[config.mk]
export PLATFORM = sky130hd
export DESIGN_NAME = miner_job_sequencer
export DESIGN_NICKNAME = d
export VERILOG_FILES = /design/src/rtl/miner_job_sequencer.sv
export SDC_FILE = /design/constraint.sdc
export NUM_CORES = 2
export LEC_CHECK = 0
export CORE_AREA = 2 2 521 523
export DETAILED_ROUTE_END_ITERATION = 16
export DIE_AREA = 0 0 523 525
export GPL_ROUTABILITY_DRIVEN = 0
export GPL_TIMING_DRIVEN = 0
export SLEW_MARGIN = 10
export SYNTH_ARGS = -nofsm -noshare
export SYNTH_HDL_FRONTEND = slang
export SYNTH_SLANG_ARGS = --single-unit
[constraint.sdc]
create_clock -name clk_100 -period 7.4 [get_ports clk_100]
set_input_delay 1.48 -clock clk_100 [delete_from_list [all_inputs] [get_ports clk_100]]
set_output_delay 1.48 -clock clk_100 [all_outputs]
set_load 0.01 [all_outputs]
[src/rtl/miner_job_sequencer.sv]
// miner_job_sequencer: programs the miner MMIO block for a job, polls to completion and returns the result.
module miner_job_sequencer #(
  parameter logic [31:0] BASE_ADDR  = 32'h8000_0000,
  parameter int unsigned POLL_GAP   = 8,
  parameter int unsigned POLL_LIMIT = 1_000_000
) (
  input  logic         clk_100,
  input  logic         rst_n_raw,
  input  logic         job_valid,
  output logic         job_ready,
  input  logic [639:0] job_header,
  input  logic [255:0] job_target,
  input  logic [31:0]  job_max_nonce,
  output logic         result_valid,
  input  logic         result_ready,
  output logic         result_found,
  output logic         result_exhausted,
  output logic         result_timeout,
  output logic [31:0]  result_nonce,
  output logic [255:0] result_hash,
  output logic         busy,
  output logic         mem_valid,
  output logic [31:0]  mem_addr,
  output logic [31:0]  mem_wdata,
  output logic [3:0]   mem_wstrb,
  input  logic         mem_ready,
  input  logic [31:0]  mem_rdata
);
  typedef enum logic [3:0] {
    IDLE, WR_MAXN, WR_TGT, WR_HDR, WR_START, POLL_WAIT, POLL, RD_NONCE, RD_HASH, RESULT
  } state_t;
  localparam int GW = $clog2(POLL_GAP + 1);
  state_t         state_q, state_d;
  logic           mem_valid_q, mem_valid_d;
  logic [4:0]     word_q, word_d;
  logic [31:0]    poll_q, poll_d;
  logic [GW-1:0]  gap_q, gap_d;
  logic [31:0]    maxn_q, maxn_d;
  logic [255:0]   tgt_q, tgt_d;
  logic [639:0]   hdr_q, hdr_d;
  logic           found_q, found_d, exh_q, exh_d, tmo_q, tmo_d;
  logic [31:0]    nonce_q, nonce_d;
  logic [255:0]   hash_q, hash_d;
  logic [7:0]     offset;
  logic           wr;
  logic [31:0]    wdata;
  logic           done;
  assign done             = mem_valid_q && mem_ready;
  assign job_ready        = rst_n_raw && state_q == IDLE;
  assign busy             = state_q != IDLE;
  assign result_valid     = state_q == RESULT;
  assign result_found     = found_q;
  assign result_exhausted = exh_q;
  assign result_timeout   = tmo_q;
  assign result_nonce     = nonce_q;
  assign result_hash      = hash_q;
  assign mem_valid        = mem_valid_q;
  assign mem_addr         = mem_valid_q ? BASE_ADDR + {24'h0, offset} : 32'h0;
  assign mem_wdata        = (mem_valid_q && wr) ? wdata : 32'h0;
  assign mem_wstrb        = {4{mem_valid_q && wr}};
  always_comb begin
    state_d     = state_q;
    mem_valid_d = mem_valid_q;
    word_d      = word_q;
    poll_d      = poll_q;
    gap_d       = gap_q;
    maxn_d      = maxn_q;
    tgt_d       = tgt_q;
    hdr_d       = hdr_q;
    found_d     = found_q;
    exh_d       = exh_q;
    tmo_d       = tmo_q;
    nonce_d     = nonce_q;
    hash_d      = hash_q;
    offset      = 8'h00;
    wr          = 1'b0;
    wdata       = 32'h0;
    // every bus transaction is preceded by one idle cycle of mem_valid
    if (done) mem_valid_d = 1'b0;
    else if (!(state_q inside {IDLE, POLL_WAIT, RESULT})) mem_valid_d = 1'b1;
    case (state_q)
      IDLE: if (job_valid) begin
        state_d = WR_MAXN;
        maxn_d  = job_max_nonce;
        tgt_d   = job_target;
        hdr_d   = job_header;
        poll_d  = '0;
        found_d = 1'b0;
        exh_d   = 1'b0;
        tmo_d   = 1'b0;
        nonce_d = '0;
        hash_d  = '0;
      end
      WR_MAXN: begin
        offset = 8'h04;
        wr     = 1'b1;
        wdata  = maxn_q;
        if (done) state_d = WR_TGT;
      end
      WR_TGT: begin
        offset = 8'h30 + {1'b0, word_q, 2'b00};
        wr     = 1'b1;
        wdata  = tgt_q[255:224];
        if (done) begin
          tgt_d   = {tgt_q[223:0], 32'h0};
          word_d  = word_q + 5'd1;
          state_d = word_q == 5'd7 ? WR_HDR : WR_TGT;
        end
      end
      WR_HDR: begin
        offset = 8'h50 + {1'b0, word_q, 2'b00};
        wr     = 1'b1;
        wdata  = hdr_q[639:608];
        if (done) begin
          hdr_d   = {hdr_q[607:0], 32'h0};
          word_d  = word_q + 5'd1;
          state_d = word_q == 5'd19 ? WR_START : WR_HDR;
        end
      end
      WR_START: begin
        wr    = 1'b1;
        wdata = 32'h1;
        if (done) state_d = POLL_WAIT;
      end
      POLL_WAIT: if (gap_q == GW'(POLL_GAP - 1)) begin
        state_d     = POLL;
        mem_valid_d = 1'b1;
      end else gap_d = gap_q + 1'b1;
      POLL: if (done) begin
        if (!mem_rdata[1] && (mem_rdata[2] || mem_rdata[3])) begin
          found_d = mem_rdata[2];
          exh_d   = mem_rdata[3];
          state_d = RD_NONCE;
        end else begin
          poll_d = poll_q + 32'd1;
          if (POLL_LIMIT != 0 && poll_d == 32'(POLL_LIMIT)) begin
            tmo_d   = 1'b1;
            state_d = RESULT;
          end else state_d = POLL_WAIT;
        end
      end
      RD_NONCE: begin
        offset = 8'h08;
        if (done) begin
          nonce_d = mem_rdata;
          state_d = RD_HASH;
        end
      end
      RD_HASH: begin
        offset = 8'h0C + {1'b0, word_q, 2'b00};
        if (done) begin
          hash_d  = {hash_q[223:0], mem_rdata};
          word_d  = word_q + 5'd1;
          state_d = word_q == 5'd7 ? RESULT : RD_HASH;
        end
      end
      RESULT: if (result_ready) state_d = IDLE;
      default: state_d = IDLE;
    endcase
    if (state_d != state_q) begin
      word_d = '0;
      gap_d  = '0;
    end
  end
  always_ff @(posedge clk_100 or negedge rst_n_raw) begin
    if (!rst_n_raw) begin
      state_q     <= IDLE;
      mem_valid_q <= 1'b0;
      word_q      <= '0;
      poll_q      <= '0;
      gap_q       <= '0;
      maxn_q      <= '0;
      tgt_q       <= '0;
      hdr_q       <= '0;
      found_q     <= 1'b0;
      exh_q       <= 1'b0;
      tmo_q       <= 1'b0;
      nonce_q     <= '0;
      hash_q      <= '0;
    end else begin
      state_q     <= state_d;
      mem_valid_q <= mem_valid_d;
      word_q      <= word_d;
      poll_q      <= poll_d;
      gap_q       <= gap_d;
      maxn_q      <= maxn_d;
      tgt_q       <= tgt_d;
      hdr_q       <= hdr_d;
      found_q     <= found_d;
      exh_q       <= exh_d;
      tmo_q       <= tmo_d;
      nonce_q     <= nonce_d;
      hash_q      <= hash_d;
    end
  end
endmodule

======== Word level (Yosys, flattened, before mapping) ========
Cells that the tools add are included.
operators by class
  $mul .................................... 0
  mux-type cells .......................... 57
  shift-type cells ........................ 0
  bitwise logic cells ..................... 0
  equality and inequality tests ........... 24
  magnitude comparators ................... 0
  div/mod/pow operators ................... 0
  reductions and logical operators ........ 29
  $add $sub $neg .......................... 7
operators by type and width
  operator               number
  $mux 640               2
  $pmux 640 s2           1
  $mux 256               4
  $pmux 256 s2           2
  $mux 32                6
  $pmux 32 s2            2
  $pmux 32 s4            1
  $mux 4                 15
  $pmux 4 s10            1
  $pmux 8 s5             1
  $add 32x1->32 const B  1
  $add 32x8->32 const A  1
  $eq 32x20->1 const B   1
  $eq 4x3->1 const B     5
  $ne 2x2->1 const B     9
  $reduce_bool 2->1      8
  $mux 1                 15
  $mux 5                 3
  $reduce_and 3->1       4
  $add 4x7->8 const A    1
  $add 6x7->8 const A    1
  $add 7x7->8 const A    1
  $eq 4x2->1 const B     2
  $eq 4x4->1 const B     2
  20 further kinds       28
storage, ports and cells
  word-level logic and storage cells ...... 130
  input bits .............................. 965
  ROM bits ................................ 0
  memory bits (writable) .................. 0
  flip-flop bits (word level) ............. 1265
  output and inout bits ................... 363
  bits in latches ......................... 0
  memories ................................ 0

======== Logic depth before layout (Yosys ltp) ========
  depth after elaboration ................. 9
  depth in mapped cells ................... 11
  gate-level depth less buffers ........... 8

======== Least setup slack after synthesis ========
No wires, ideal clock.
  kind .................................... register to output
  from .................................... reg state_q[2]
  to ...................................... out mem_wstrb[1]
  data required time ...................... 5920 ps
  setup slack ............................. 3830 ps
  buffers on the path ..................... 5
  arrival time ............................ 2090 ps
  stages on the path, launching flop included .. 9
  cells stage by stage .................... dfrtp_1 > buf_2 > buf_1 > nor3_1 > or4b_2 > clkbuf_1 > clkbuf_1 > inv_1 > buf_4
between the ends
  longest elaborated chain between the ends .. 4
  elaborated cells on any way between the ends .. 7
  classes of those cells .................. 4 x eq/ne; 1 x mux; 2 x reduce/logical
RTL lines
  what                                      RTL line  text
  start, declared                           33        state_t state_q, state_d;
  start signal, assigned                    181       state_q <= state_d;
  $eq 4x3->1, or another cell as far along  81        case (state_q)
  $reduce_or 4->1 (no line) (*)             -
  $mux 1 (*)                                81
  $logic_and 1x1->1 (*)                     60        assign mem_wstrb = {4{mem_valid_q && wr}};
  end, declared                             25        output logic [3:0] mem_wstrb,
Mark *: on every way between the ends. The rest lies on a longest branch, timed or not.

======== Worst setup path in the final report ========
  from .................................... reg state_q[2]
  to ...................................... out mem_addr[7]
between the ends
  longest elaborated chain between the ends .. 4
  elaborated cells on any way between the ends .. 8
  classes of those cells .................. 1 x add/sub; 5 x eq/ne; 2 x mux
RTL lines
  what                                      RTL line  text
  $eq 4x4->1, or another cell as far along  81
  $pmux 8 s5 (*)                            81
  $add 32x8->32 (*)                         58        assign mem_addr = mem_valid_q ? BASE_ADDR + {24'h0, offset} : 32'h0;
  $mux 32 (*)                               58
  end, declared                             23        output logic [31:0] mem_addr,
Marks and branches as above.

==> flow_summary.toml <==
[outcome]
outcome = "completed"

[clock_tree]
postCtsHoldBufs = 0
ctsLongestPathBuffers = 3
post_cts.repair.setup_buffers = 0
cts_resized = 0
clk_pin_slew_ns = 0.06
ctsHtreeMaxLevel = 4
root_buffer = "clkbuf_16"
cts_tree = "done"
clk_latency_ns = 0.80
clock-sinks = 1265
tritoncts.num_buffers = 148

[finish]
final_nets = 8842
multiInputGateArea_um2 = 22300
fillers = 28700
regArea_um2 = 31700
drive_gt1_share_pct = 5.48
syn_to_final_growth_pct = 41.2
final_area_um2 = 79400

[critical_path]
cp_slowest_cell = "clkbuf_1"
worstPathRequired_ns = 5.92
end_kind = "output pin"
cpPeakStageDelay_ns = 0.86
crit_type = "reg -> out"
startpoint = "state_q[2]$_DFF_PN0_"
r2r-start = "state_q[3]$_DFF_PN0_"
cp_max_fo = 11
crit_chain = "buf_2 > nand4bb_1 > buf_2 > clkbuf_1 > clkbuf_1 > ha_1 > a21oi_1 > nor2b_1 > o21ai_0 > a21oi_1 > clkdlybuf4s50_1"
crit_arrival_ns = 5.43
startpoint_type = "flop"

[die]
die_x_um = 523
die_y_um = 525
design.die.area_um2 = 275000
coreArea_um2 = 269000
rows = 191
ioPinCount = 1328
start_util_pct = 20.9

[power]
p_leak_nw = 32.4
vdd_drop_max_uv = 204
power_density_nw_per_um2 = 379

[drt]
dr.first_iter.drc_count = 4898
ant_nets = 0
wire_per_inst_um = 26.1
wl_um = 303000
drt-met1-wl_um = 112000
first_pass_iters = 9
drc_errors = 0
wl_met3_um = 28900
highest_layer = "met5"
viasPerCell = 4.69
vias = 54500
met2_length_um = 145000

[synthesis]
yosysMostFrequentCell = "nand2_1"
yosysTopAreaCell = "dfrtp_1"
synth.avg_cell_area_um2 = 8.80
synth-async-reset-ratio_pct = 100
synthMuxAreaShare_pct = 4.08
ys.flop_type = "dfrtp_1"
synth_edf_count = 0
synth_top_family_by_area = "simple AND/OR/NAND/NOR gates"
synth_compound_area_share_pct = 14.3
synth-seq-cells = 1265
yosys-top-cells-count = "nand2_1, dfrtp_1, nor2_1"
synth-adder-area-share_pct = 0.191
synth-xor-area-share_pct = 0.294
ys_warn_count = 0
synth-seq-area-share_pct = 56.3
synthTopCellsByArea = "dfrtp_1, nand2_1, a31oi_1, o21ai_0, nor2_1"
synth_top_area_share_pct = 56.3
synthCells = 6384
yosysUniqueCellTypes = 78
yosys.area_share.simple_pct = 20.6
netlist_area_um2 = 56200

[timing]
fin_ws_ns = 0.491
period_needed_ns = 6.91
clock_skew_ns = 0.0405
setup_tns_ns = 0
maxSlewViolCount = 0
fin_crit_sh_pct = 93.4
finalSetupViolations = 0
fmax_ghz = 0.145
slew_headroom_pct = 18.4
tightest_slew_ns = 1.22
hold_violations = 0
rsz0062_at_grt = "false"

[hold_path]
holdCritStartpoint = "result_hash[239]$_DFFE_PN0P_"
hp-class = "reg -> reg"

[global_routing]
grt_max_degree = 156
grt_pass1_vias = 53900
overflow = 0
grt_use_total_pct = 21.3
grt_pass1_wl_um = 414000
antenna_found_initial = 114

[place]
port_buffers = 1302
pre_cts_ws_ns = 1.47
placed_cell_area_um2 = 74100
hpwl_um = 248000

[job]
drv_cap = 0
-- worst paths after layout --
kind / endpoint / slack (ns) / cells after the start
setup / recovery: mem_addr[7] / 0.49 / 11
hold reg to reg: result_hash[239]$_DFFE_PN0P_ / 0.47 / 2
min in group asynchronous: result_hash[245]$_DFFE_PN0P_ / 0.65 / 1
max in group asynchronous: hdr_q[302]$_DFFE_PN0P_ / 3.45 / 5
setup reg to reg: hdr_q[594]$_DFFE_PN0P_ / 3.11 / 9
hold / removal: result_hash[239]$_DFFE_PN0P_ / 0.47 / 2
-- per-stage QoR --
| stage | total power, mW | util, % | cells | hold WS (ns) |
|---|---|---|---|---|
| 2_1_floorplan | 17.2 | - | 6408 | 0.446 |
| 3_3_place_gp | 22.3 | 27.4 | 11300 | 0.460 |
| 3_5_place_dp | 22.4 | 27.5 | 11300 | 0.464 |
| 4_1_cts | 30.2 | 29.4 | 11600 | 0.479 |
| 5_1_grt | 31.8 | 29.4 | 11600 | 0.493 |
| 6_report | 30.1 | 29.5 | 11600 | 0.475 |
-- layout make-up --
class	count	area share, %
inverter	8	0.0378
clock buffer	208	5.34
sequential	1265	39.9
tap	3570	5.63
multi-input combinational	4596	28.0
timing repair buffer	1311	16.7
clock inverter	64	1.11
antenna	76	0.240
buffer	539	2.98
-- report_power, final --
group,switching [mW],internal (mW)
sequential,1.73,9.45
combinational,7.38,3.79
clock,3.30,4.45
total,12.4,17.7
-- registers in the layout, summed over array words and instances, names as in the netlist --
signal            flops
poll_q               32
result_exhausted      1
word_q                5
result_hash         256
mem_valid             1
tgt_q               256
result_found          1
gap_q                 4
state_q               4
result_nonce         32
result_timeout        1
hdr_q               640
maxn_q               32
-- placed cells by master (no fill, tap or decap), types with 5 or more instances in the layout --
cell type and instances:
nand2_1 2155, clkdlybuf4s50_1 1301, dfrtp_1 1265, nor2_1 696, a31oi_1 618, o21ai_0 563, clkbuf_1 403, mux2i_1 229
clkbuf_16 148, buf_2 112, diode_2 76, a22o_1 64, clkbuf_8 33, buf_4 32, a222oi_1 31, clkinv_2 28
conb_1 25, a21oi_1 23, nor3_1 17, nand4_1 16, nand3_1 14, bufinv_16 11, buf_1 10, o31ai_1 10
xnor2_1 9, buf_16 9, inv_1 8, xor2_1 8, buf_6 7, ha_1 7, nand2b_1 6, and2_1 6
nor2b_1 6, clkinv_16 6, inv_6 6, nor4_1 5, and3_1 5, o21ai_1 5
-- routing by layer --
metal / global-route usage [%] / vias up
li1: - / 24600
met1: 24.0 / 26900
met2: 35.2 / 2486
met3: 7.24 / 550
met4: 11.9 / 56
met5: 0 / -
-- cells by family after synthesis --
| logic type | after synthesis |
|---|---|
| flip-flops | 1265 |
| AND/OR/NAND/NOR | 2973 |
| multiplexers | 229 |
| XOR/XNOR | 18 |
| buffers and inverters | 547 |
| adder cells (fa/ha/maj) | 8 |
| other | 1 |
| AO/OA/AOI/OAI | 1343 |
-- critical path, delay by kind of cell (launching register included) --
kind	cells	cell delay, ns
buf+inv	5	3.24
compound gates	3	0.43
flops	1	0.31
fa+ha+maj	1	0.30
simple gates	2	0.25
No activity file was read; power rests on OpenSTA's default activity.
